## src/rtl/s_axi_write_response_gather_3to1_pkg.sv

```systemverilog
// Shared constants for the 3-to-1 SLR write-response gather block.
package s_axi_write_response_gather_3to1_pkg;

    localparam int NUM_SLR = 3;

    // AXI BRESP encodings, ordered so that a larger code is a worse outcome
    localparam logic [1:0] AXI_RESP_OKAY   = 2'd0;
    localparam logic [1:0] AXI_RESP_EXOKAY = 2'd1;
    localparam logic [1:0] AXI_RESP_SLVERR = 2'd2;
    localparam logic [1:0] AXI_RESP_DECERR = 2'd3;

    // Worst-of-two response; relies on the numeric ordering of the encodings
    function automatic logic [1:0] resp_max(input logic [1:0] a, input logic [1:0] b);
        return (a > b) ? a : b;
    endfunction

endpackage

```

## src/rtl/s_axi_write_response_gather_3to1_if.sv

```systemverilog
// B-channel bundle: three per-SLR response inputs, one merged host output.
interface s_axi_write_response_gather_3to1_if;

    logic       s_axi_control_BVALID_slr_0;
    logic       s_axi_control_BVALID_slr_1;
    logic       s_axi_control_BVALID_slr_2;
    logic       s_axi_control_BREADY_slr_0;
    logic       s_axi_control_BREADY_slr_1;
    logic       s_axi_control_BREADY_slr_2;
    logic [1:0] s_axi_control_BRESP_slr_0;
    logic [1:0] s_axi_control_BRESP_slr_1;
    logic [1:0] s_axi_control_BRESP_slr_2;
    logic       s_axi_control_BVALID;
    logic       s_axi_control_BREADY;
    logic [1:0] s_axi_control_BRESP;
    logic       resp_mismatch;

    // Gather block's view
    modport slave (
        input  s_axi_control_BVALID_slr_0, s_axi_control_BVALID_slr_1, s_axi_control_BVALID_slr_2,
        input  s_axi_control_BRESP_slr_0, s_axi_control_BRESP_slr_1, s_axi_control_BRESP_slr_2,
        output s_axi_control_BREADY_slr_0, s_axi_control_BREADY_slr_1, s_axi_control_BREADY_slr_2,
        output s_axi_control_BVALID, s_axi_control_BRESP, resp_mismatch,
        input  s_axi_control_BREADY
    );

    // SLR/host side view
    modport master (
        output s_axi_control_BVALID_slr_0, s_axi_control_BVALID_slr_1, s_axi_control_BVALID_slr_2,
        output s_axi_control_BRESP_slr_0, s_axi_control_BRESP_slr_1, s_axi_control_BRESP_slr_2,
        input  s_axi_control_BREADY_slr_0, s_axi_control_BREADY_slr_1, s_axi_control_BREADY_slr_2,
        input  s_axi_control_BVALID, s_axi_control_BRESP, resp_mismatch,
        output s_axi_control_BREADY
    );

endinterface

```

## src/rtl/s_axi_write_response_gather_3to1_resp_fifo.sv

```systemverilog
// Per-SLR response buffer: DEPTH x 2-bit FIFO with registered occupancy and ready.
module resp_fifo #(
    parameter int DEPTH = 4,
    parameter int AW    = 2
) (
    input  logic       i_clk,
    input  logic       i_rst,
    input  logic       i_valid,
    input  logic [1:0] i_data,
    output logic       o_ready,
    input  logic       i_pop,
    output logic [1:0] o_head,
    output logic       o_nempty
);

    localparam logic [AW:0] FULL = (AW+1)'(DEPTH);

    logic [1:0]    r_mem [DEPTH];
    logic [AW-1:0] r_wptr;
    logic [AW-1:0] r_rptr;
    logic [AW:0]   r_count;
    logic          r_ready;
    logic          w_push;
    logic          w_pop;
    logic [AW:0]   w_count_nxt;

    // Ready is a register, so a full FIFO refuses a push even while it is being popped
    assign w_push = i_valid & r_ready;
    assign w_pop  = i_pop & (r_count != '0);

    // Next occupancy; simultaneous push and pop leave it unchanged
    always_comb begin
        w_count_nxt = r_count;
        case ({w_push, w_pop})
            2'b10:   w_count_nxt = r_count + (AW+1)'(1);
            2'b01:   w_count_nxt = r_count - (AW+1)'(1);
            default: w_count_nxt = r_count;
        endcase
    end

    // Pointers, occupancy and ready; ready held low while in reset
    always_ff @(posedge i_clk) begin
        if (i_rst) begin
            r_wptr  <= '0;
            r_rptr  <= '0;
            r_count <= '0;
            r_ready <= 1'b0;
        end else begin
            if (w_push) r_wptr <= r_wptr + AW'(1);
            if (w_pop)  r_rptr <= r_rptr + AW'(1);
            r_count <= w_count_nxt;
            r_ready <= (w_count_nxt != FULL);
        end
    end

    // Storage is not reset; stale entries are unreachable once pointers clear
    always_ff @(posedge i_clk) begin
        if (w_push) r_mem[r_wptr] <= i_data;
    end

    assign o_ready  = r_ready;
    assign o_head   = r_mem[r_rptr];
    assign o_nempty = (r_count != '0);

endmodule

```

## src/rtl/s_axi_write_response_gather_3to1.sv

```systemverilog
// Gathers one B response from each of three SLRs into a single host response.
module s_axi_write_response_gather_3to1
    import s_axi_write_response_gather_3to1_pkg::*;
#(
    parameter int FIFO_DEPTH = 4,
    parameter int FIFO_AW    = 2
) (
    input  logic                                ap_clk,
    input  logic                                reset,
    s_axi_write_response_gather_3to1_if.slave   bus
);

    logic [NUM_SLR-1:0]       w_slr_valid;
    logic [NUM_SLR-1:0]       w_slr_ready;
    logic [NUM_SLR-1:0][1:0]  w_slr_resp;
    logic [NUM_SLR-1:0][1:0]  w_head;
    logic [NUM_SLR-1:0]       w_nempty;
    logic                     w_bvalid;
    logic [1:0]               w_bresp;
    logic                     w_pop;
    logic                     w_heads_differ;
    logic                     r_mismatch;

    assign w_slr_valid = {bus.s_axi_control_BVALID_slr_2,
                          bus.s_axi_control_BVALID_slr_1,
                          bus.s_axi_control_BVALID_slr_0};
    assign w_slr_resp  = {bus.s_axi_control_BRESP_slr_2,
                          bus.s_axi_control_BRESP_slr_1,
                          bus.s_axi_control_BRESP_slr_0};

    assign bus.s_axi_control_BREADY_slr_0 = w_slr_ready[0];
    assign bus.s_axi_control_BREADY_slr_1 = w_slr_ready[1];
    assign bus.s_axi_control_BREADY_slr_2 = w_slr_ready[2];

    // One buffer per SLR, all popped by the same merged handshake
    for (genvar g = 0; g < NUM_SLR; g++) begin : g_slr
        resp_fifo #(
            .DEPTH (FIFO_DEPTH),
            .AW    (FIFO_AW)
        ) u_fifo (
            .i_clk    (ap_clk),
            .i_rst    (reset),
            .i_valid  (w_slr_valid[g]),
            .i_data   (w_slr_resp[g]),
            .o_ready  (w_slr_ready[g]),
            .i_pop    (w_pop),
            .o_head   (w_head[g]),
            .o_nempty (w_nempty[g])
        );
    end

    // Merged response exists only once every SLR has answered; report the worst code
    assign w_bvalid       = &w_nempty;
    assign w_bresp        = resp_max(resp_max(w_head[0], w_head[1]), w_head[2]);
    assign w_pop          = w_bvalid & bus.s_axi_control_BREADY;
    assign w_heads_differ = (w_head[0] != w_head[1]) | (w_head[1] != w_head[2]);

    // Sticky flag for any popped triple whose SLR codes disagree
    always_ff @(posedge ap_clk) begin
        if (reset) r_mismatch <= 1'b0;
        else if (w_pop && w_heads_differ) r_mismatch <= 1'b1;
    end

    assign bus.s_axi_control_BVALID = w_bvalid;
    assign bus.s_axi_control_BRESP  = w_bresp;
    assign bus.resp_mismatch        = r_mismatch;

endmodule

```

## src/flat_wrapper.sv

```systemverilog
// flat-port wrapper written by rule: the top's interface ports become plain ports
module s_axi_write_response_gather_3to1_flat import s_axi_write_response_gather_3to1_pkg::*;
#(
    parameter int FIFO_DEPTH = 4,
    parameter int FIFO_AW    = 2
)
  (ap_clk, reset, bus_s_axi_control_BVALID_slr_0, bus_s_axi_control_BVALID_slr_1, bus_s_axi_control_BVALID_slr_2, bus_s_axi_control_BRESP_slr_0, bus_s_axi_control_BRESP_slr_1, bus_s_axi_control_BRESP_slr_2, bus_s_axi_control_BREADY_slr_0, bus_s_axi_control_BREADY_slr_1, bus_s_axi_control_BREADY_slr_2, bus_s_axi_control_BVALID, bus_s_axi_control_BRESP, bus_resp_mismatch, bus_s_axi_control_BREADY);
  s_axi_write_response_gather_3to1_if bus_i ();
  input  logic ap_clk;
  input  logic reset;
  input wire logic [$bits(bus_i.s_axi_control_BVALID_slr_0)-1:0] bus_s_axi_control_BVALID_slr_0;
  input wire logic [$bits(bus_i.s_axi_control_BVALID_slr_1)-1:0] bus_s_axi_control_BVALID_slr_1;
  input wire logic [$bits(bus_i.s_axi_control_BVALID_slr_2)-1:0] bus_s_axi_control_BVALID_slr_2;
  input wire logic [$bits(bus_i.s_axi_control_BRESP_slr_0)-1:0] bus_s_axi_control_BRESP_slr_0;
  input wire logic [$bits(bus_i.s_axi_control_BRESP_slr_1)-1:0] bus_s_axi_control_BRESP_slr_1;
  input wire logic [$bits(bus_i.s_axi_control_BRESP_slr_2)-1:0] bus_s_axi_control_BRESP_slr_2;
  output wire logic [$bits(bus_i.s_axi_control_BREADY_slr_0)-1:0] bus_s_axi_control_BREADY_slr_0;
  output wire logic [$bits(bus_i.s_axi_control_BREADY_slr_1)-1:0] bus_s_axi_control_BREADY_slr_1;
  output wire logic [$bits(bus_i.s_axi_control_BREADY_slr_2)-1:0] bus_s_axi_control_BREADY_slr_2;
  output wire logic [$bits(bus_i.s_axi_control_BVALID)-1:0] bus_s_axi_control_BVALID;
  output wire logic [$bits(bus_i.s_axi_control_BRESP)-1:0] bus_s_axi_control_BRESP;
  output wire logic [$bits(bus_i.resp_mismatch)-1:0] bus_resp_mismatch;
  input wire logic [$bits(bus_i.s_axi_control_BREADY)-1:0] bus_s_axi_control_BREADY;
  assign bus_i.s_axi_control_BVALID_slr_0 = bus_s_axi_control_BVALID_slr_0;
  assign bus_i.s_axi_control_BVALID_slr_1 = bus_s_axi_control_BVALID_slr_1;
  assign bus_i.s_axi_control_BVALID_slr_2 = bus_s_axi_control_BVALID_slr_2;
  assign bus_i.s_axi_control_BRESP_slr_0 = bus_s_axi_control_BRESP_slr_0;
  assign bus_i.s_axi_control_BRESP_slr_1 = bus_s_axi_control_BRESP_slr_1;
  assign bus_i.s_axi_control_BRESP_slr_2 = bus_s_axi_control_BRESP_slr_2;
  assign bus_s_axi_control_BREADY_slr_0 = bus_i.s_axi_control_BREADY_slr_0;
  assign bus_s_axi_control_BREADY_slr_1 = bus_i.s_axi_control_BREADY_slr_1;
  assign bus_s_axi_control_BREADY_slr_2 = bus_i.s_axi_control_BREADY_slr_2;
  assign bus_s_axi_control_BVALID = bus_i.s_axi_control_BVALID;
  assign bus_s_axi_control_BRESP = bus_i.s_axi_control_BRESP;
  assign bus_resp_mismatch = bus_i.resp_mismatch;
  assign bus_i.s_axi_control_BREADY = bus_s_axi_control_BREADY;
  s_axi_write_response_gather_3to1 #(.FIFO_DEPTH(FIFO_DEPTH), .FIFO_AW(FIFO_AW)) u_core (.ap_clk(ap_clk), .reset(reset), .bus(bus_i));
endmodule
```

## config.mk

```make
export PLATFORM = sky130hd
export DESIGN_NAME = s_axi_write_response_gather_3to1_flat
export DESIGN_NICKNAME = d
export VERILOG_FILES = /design/src/rtl/s_axi_write_response_gather_3to1_pkg.sv /design/src/rtl/s_axi_write_response_gather_3to1_if.sv /design/src/rtl/s_axi_write_response_gather_3to1_resp_fifo.sv /design/src/rtl/s_axi_write_response_gather_3to1.sv /design/src/flat_wrapper.sv
export SDC_FILE = /design/constraint.sdc
export NUM_CORES = 1
export LEC_CHECK = 0
export ABC_CLOCK_PERIOD_IN_PS = 4500
export BUFFER_PORTS_ARGS = -buffer_cell sky130_fd_sc_hd__buf_2
export CAP_MARGIN = 30
export CORE_ASPECT_RATIO = 1.25
export CORE_MARGIN = 3
export CORE_UTILIZATION = 60
export DETAILED_ROUTE_END_ITERATION = 10
export GPL_TIMING_DRIVEN = 1
export PLACE_DENSITY_LB_ADDON = 0.12
export REMOVE_ABC_BUFFERS = 1
export SETUP_SLACK_MARGIN = 0.1
export SYNTH_ARGS = -nofsm -noshare
export SYNTH_HDL_FRONTEND = slang
export SYNTH_SLANG_ARGS = --single-unit
```

## constraint.sdc

```tcl
create_clock -name ap_clk -period 4.5 [get_ports ap_clk]
set_clock_uncertainty 0.05 [all_clocks]
set_input_delay 0.225 -clock ap_clk [delete_from_list [all_inputs] [get_ports ap_clk]]
set_output_delay 0.225 -clock ap_clk [all_outputs]
set_load 0.05 [all_outputs]
```

==> results.ini <==
[yosys]
synth_edf_count = 24
syn-mean-instance-area_um2 = 11.3
synth.distinct_cells = 30
synthArstFlopShare_pct = 0
synth_flop_cell = dfxtp_1
ys_seq_area_share_pct = 52.8
ys_warn_count = 0
yosys_register_bits = 55
synth_area_um2 = 2540
synthCells = 224

[drt]
drtAntennaViolNets = 0
finalWirelength_um = 4020
num_vias = 1558
wl_per_cell_um = 13.3
firstDrtPassIters = 4
vias_per_cell = 5.18
drt-initial-drc-count = 28
drcViolationCount = 0

[run_status]
status = complete, no violations

[pwr]
p_per_area_nw_per_um2 = 333
p_leak_uw = 0.00118
ir_worst_vdd_mv = 0.239

[setup_path]
cp.required_ps = 4220
critical-path-max-stage-delay_ps = 560
arrival_ps = 3110
path_max_fanout = 3
worst-path-buf-inv = 2
crit_slowest_cell = mux4_2
cp_common_cell = ha_1
crit_family = simple AND/OR/NAND/NOR gates
crit_chain = mux4_2 -> inv_1 -> ha_1 -> nand2b_1 -> a21o_1 -> nand2_1 -> ha_1 -> or3_1 -> o211ai_1 -> buf_2
critical_path_class = flip-flop to primary output
crit_path_end_kind = primary output
start_kind = flip-flop

[global_route]
grt-ovfl-total = 0
grt_pass1_wl_um = 6890
antenna_found_initial = 0
grt_max_degree = 29
track_usage_pct = 17.9
grt_pass1_vias = 1554

[placement]
place_congestion = 0.741
pre_cts_slack_ps = 1420
hpwl_um = 3070
numPortBuffers = 18

[clocking]
cts_resized = 0
cts_hold_repair.buffers = 0
cts.path.max_buffers = 2
cts_root_buffer = clkbuf_8
postCtsSetupBuffers = 0
cts_buffers = 5
htreeDepth = 2
clock_sinks = 55
clk_pin_slew_ps = 90
tritoncts = built
insertion_delay_ps = 300

[timing]
post-route-min-period_ps = 3390
fin_crit_sh_pct = 75.3
hold_slack_ps = 95.6
fmax_ghz = 0.295
hold_viol_final = 0
worst_pin_slew_ps = 507
setup_viol = 0
grt_setup_unrepaired = false
slew_violations = 0
slew_headroom_pct = 66.2
fin_ws_ps = 1110
setup-tns-final_ps = 0

[die]
die_h_um = 78.8
coreArea_um2 = 3940
die_area_um2 = 5060
initial_core_util_pct = 64.5
fp.dieW_um = 64.2
num_rows = 25
ios = 19

[final_layout]
num_antenna_cells = 0
num-fill-cells = 306
area_growth_pct = 9.31
drive_above_1_share_pct = 13.0
utilization_pct = 70.5
fin_nets = 282

[hold_path]
hp-class = input port to flip-flop

[job]
drv_cap = 0

-- per-stage QoR --
step,power [µW],area [µm²],cells
5_1_grt,969,2780,301
3_5_place_dp,668,2690,293
6_report,924,2780,301
4_1_cts,935,2780,301
3_3_place_gp,663,2690,293
2_1_floorplan,635,2530,221
-- Yosys cell counts (all sizes together) (3+ instances only) --
library cell / instances / area share, %
dfxtp: 31 / 24
inv: 30 / 4.4
edfxtp: 24 / 28
ha: 21 / 10
nor2: 20 / 3.0
and3: 13 / 3.2
a21oi: 11 / 2.2
nand2: 11 / 1.6
xor2: 11 / 3.8
or3: 7 / 1.7
mux4: 6 / 5.3
o21ai: 6 / 1.2
xnor2: 6 / 2.1
nand3: 5 / 0.98
nor2b: 4 / 0.98
clkbuf: 3 / 0.44
fa: 3 / 2.4
-- layer usage --
layer | wire length, µm | track usage [%] | share of wire [%]
met3 | 119 | 4.24 | 3.0
met2 | 2120 | 32.8 | 53
met1 | 1700 | 19.7 | 42
met4 | 79 | 7.40 | 2.0
met5 | 0 | 0 | 0
-- power breakdown --
part           switching [µW]  internal, µW
clock network             145           124
logic                    67.9          41.0
registers                11.2           535
-- area by class of cell --
type                    count  area, µm²  area share (%)
multi-input cells         136       1080            38.7
clock buffers               7       86.3            3.11
repair buffers             18       90.1            3.24
well taps                  54       67.6            2.43
clock inverters             1       3.75           0.135
flip-flops and latches     55       1340            48.3
inverters                  30        113            4.05
-- logic make-up after synthesis --
logic type      synth area share (%)
simple gates                    12.9
flops                           52.8
buf+inv                         4.87
compound gates                  5.52
fa+ha+maj                       12.7
xor+xnor                        5.86
mux                             5.32
-- cells in the final DEF, fill, tap and decap left out, drive strengths merged --
cell	netlist	final
o211a	1	1
a31oi	1	1
o2111ai	1	1
clkbuf	3	7
a211oi	1	1
nand2	11	11
or3	7	7
nand2b	1	1
nor4	1	1
o21ai	6	6
buf	0	18
xor2	11	11
ha	21	21
nand4	1	1
xnor2	6	6
a21oi	11	11
dfxtp	31	31
nor2	20	20
clkinv	0	1
inv	30	30
nor3	1	1
o211ai	1	1
nand3	5	5
a21o	1	1
mux4	6	6
and3	13	13
fa	3	3
nand3b	1	1
edfxtp	24	24
nor2b	4	4
o21bai	1	1
-- final timing paths --
kind	depth (start not counted)	startpoint	slack, ps	endpoint
worst min register to register	2	u_core.g_slr[2].u_fifo.r_rptr[1]	450	u_core.g_slr[2].u_fifo.r_rptr[1]
worst max register to register	10	u_core.g_slr[2].u_fifo.r_count[0]	2110	u_core.g_slr[1].u_fifo.o_ready
worst min-delay path	1	bus_s_axi_control_BRESP_slr_2[0]	100	u_core.g_slr[2].u_fifo.r_mem[2][0]
worst max-delay path	10	flip-flop	1110	bus_s_axi_control_BRESP[0]
Note: power is estimated with default switching activity, not from simulation.
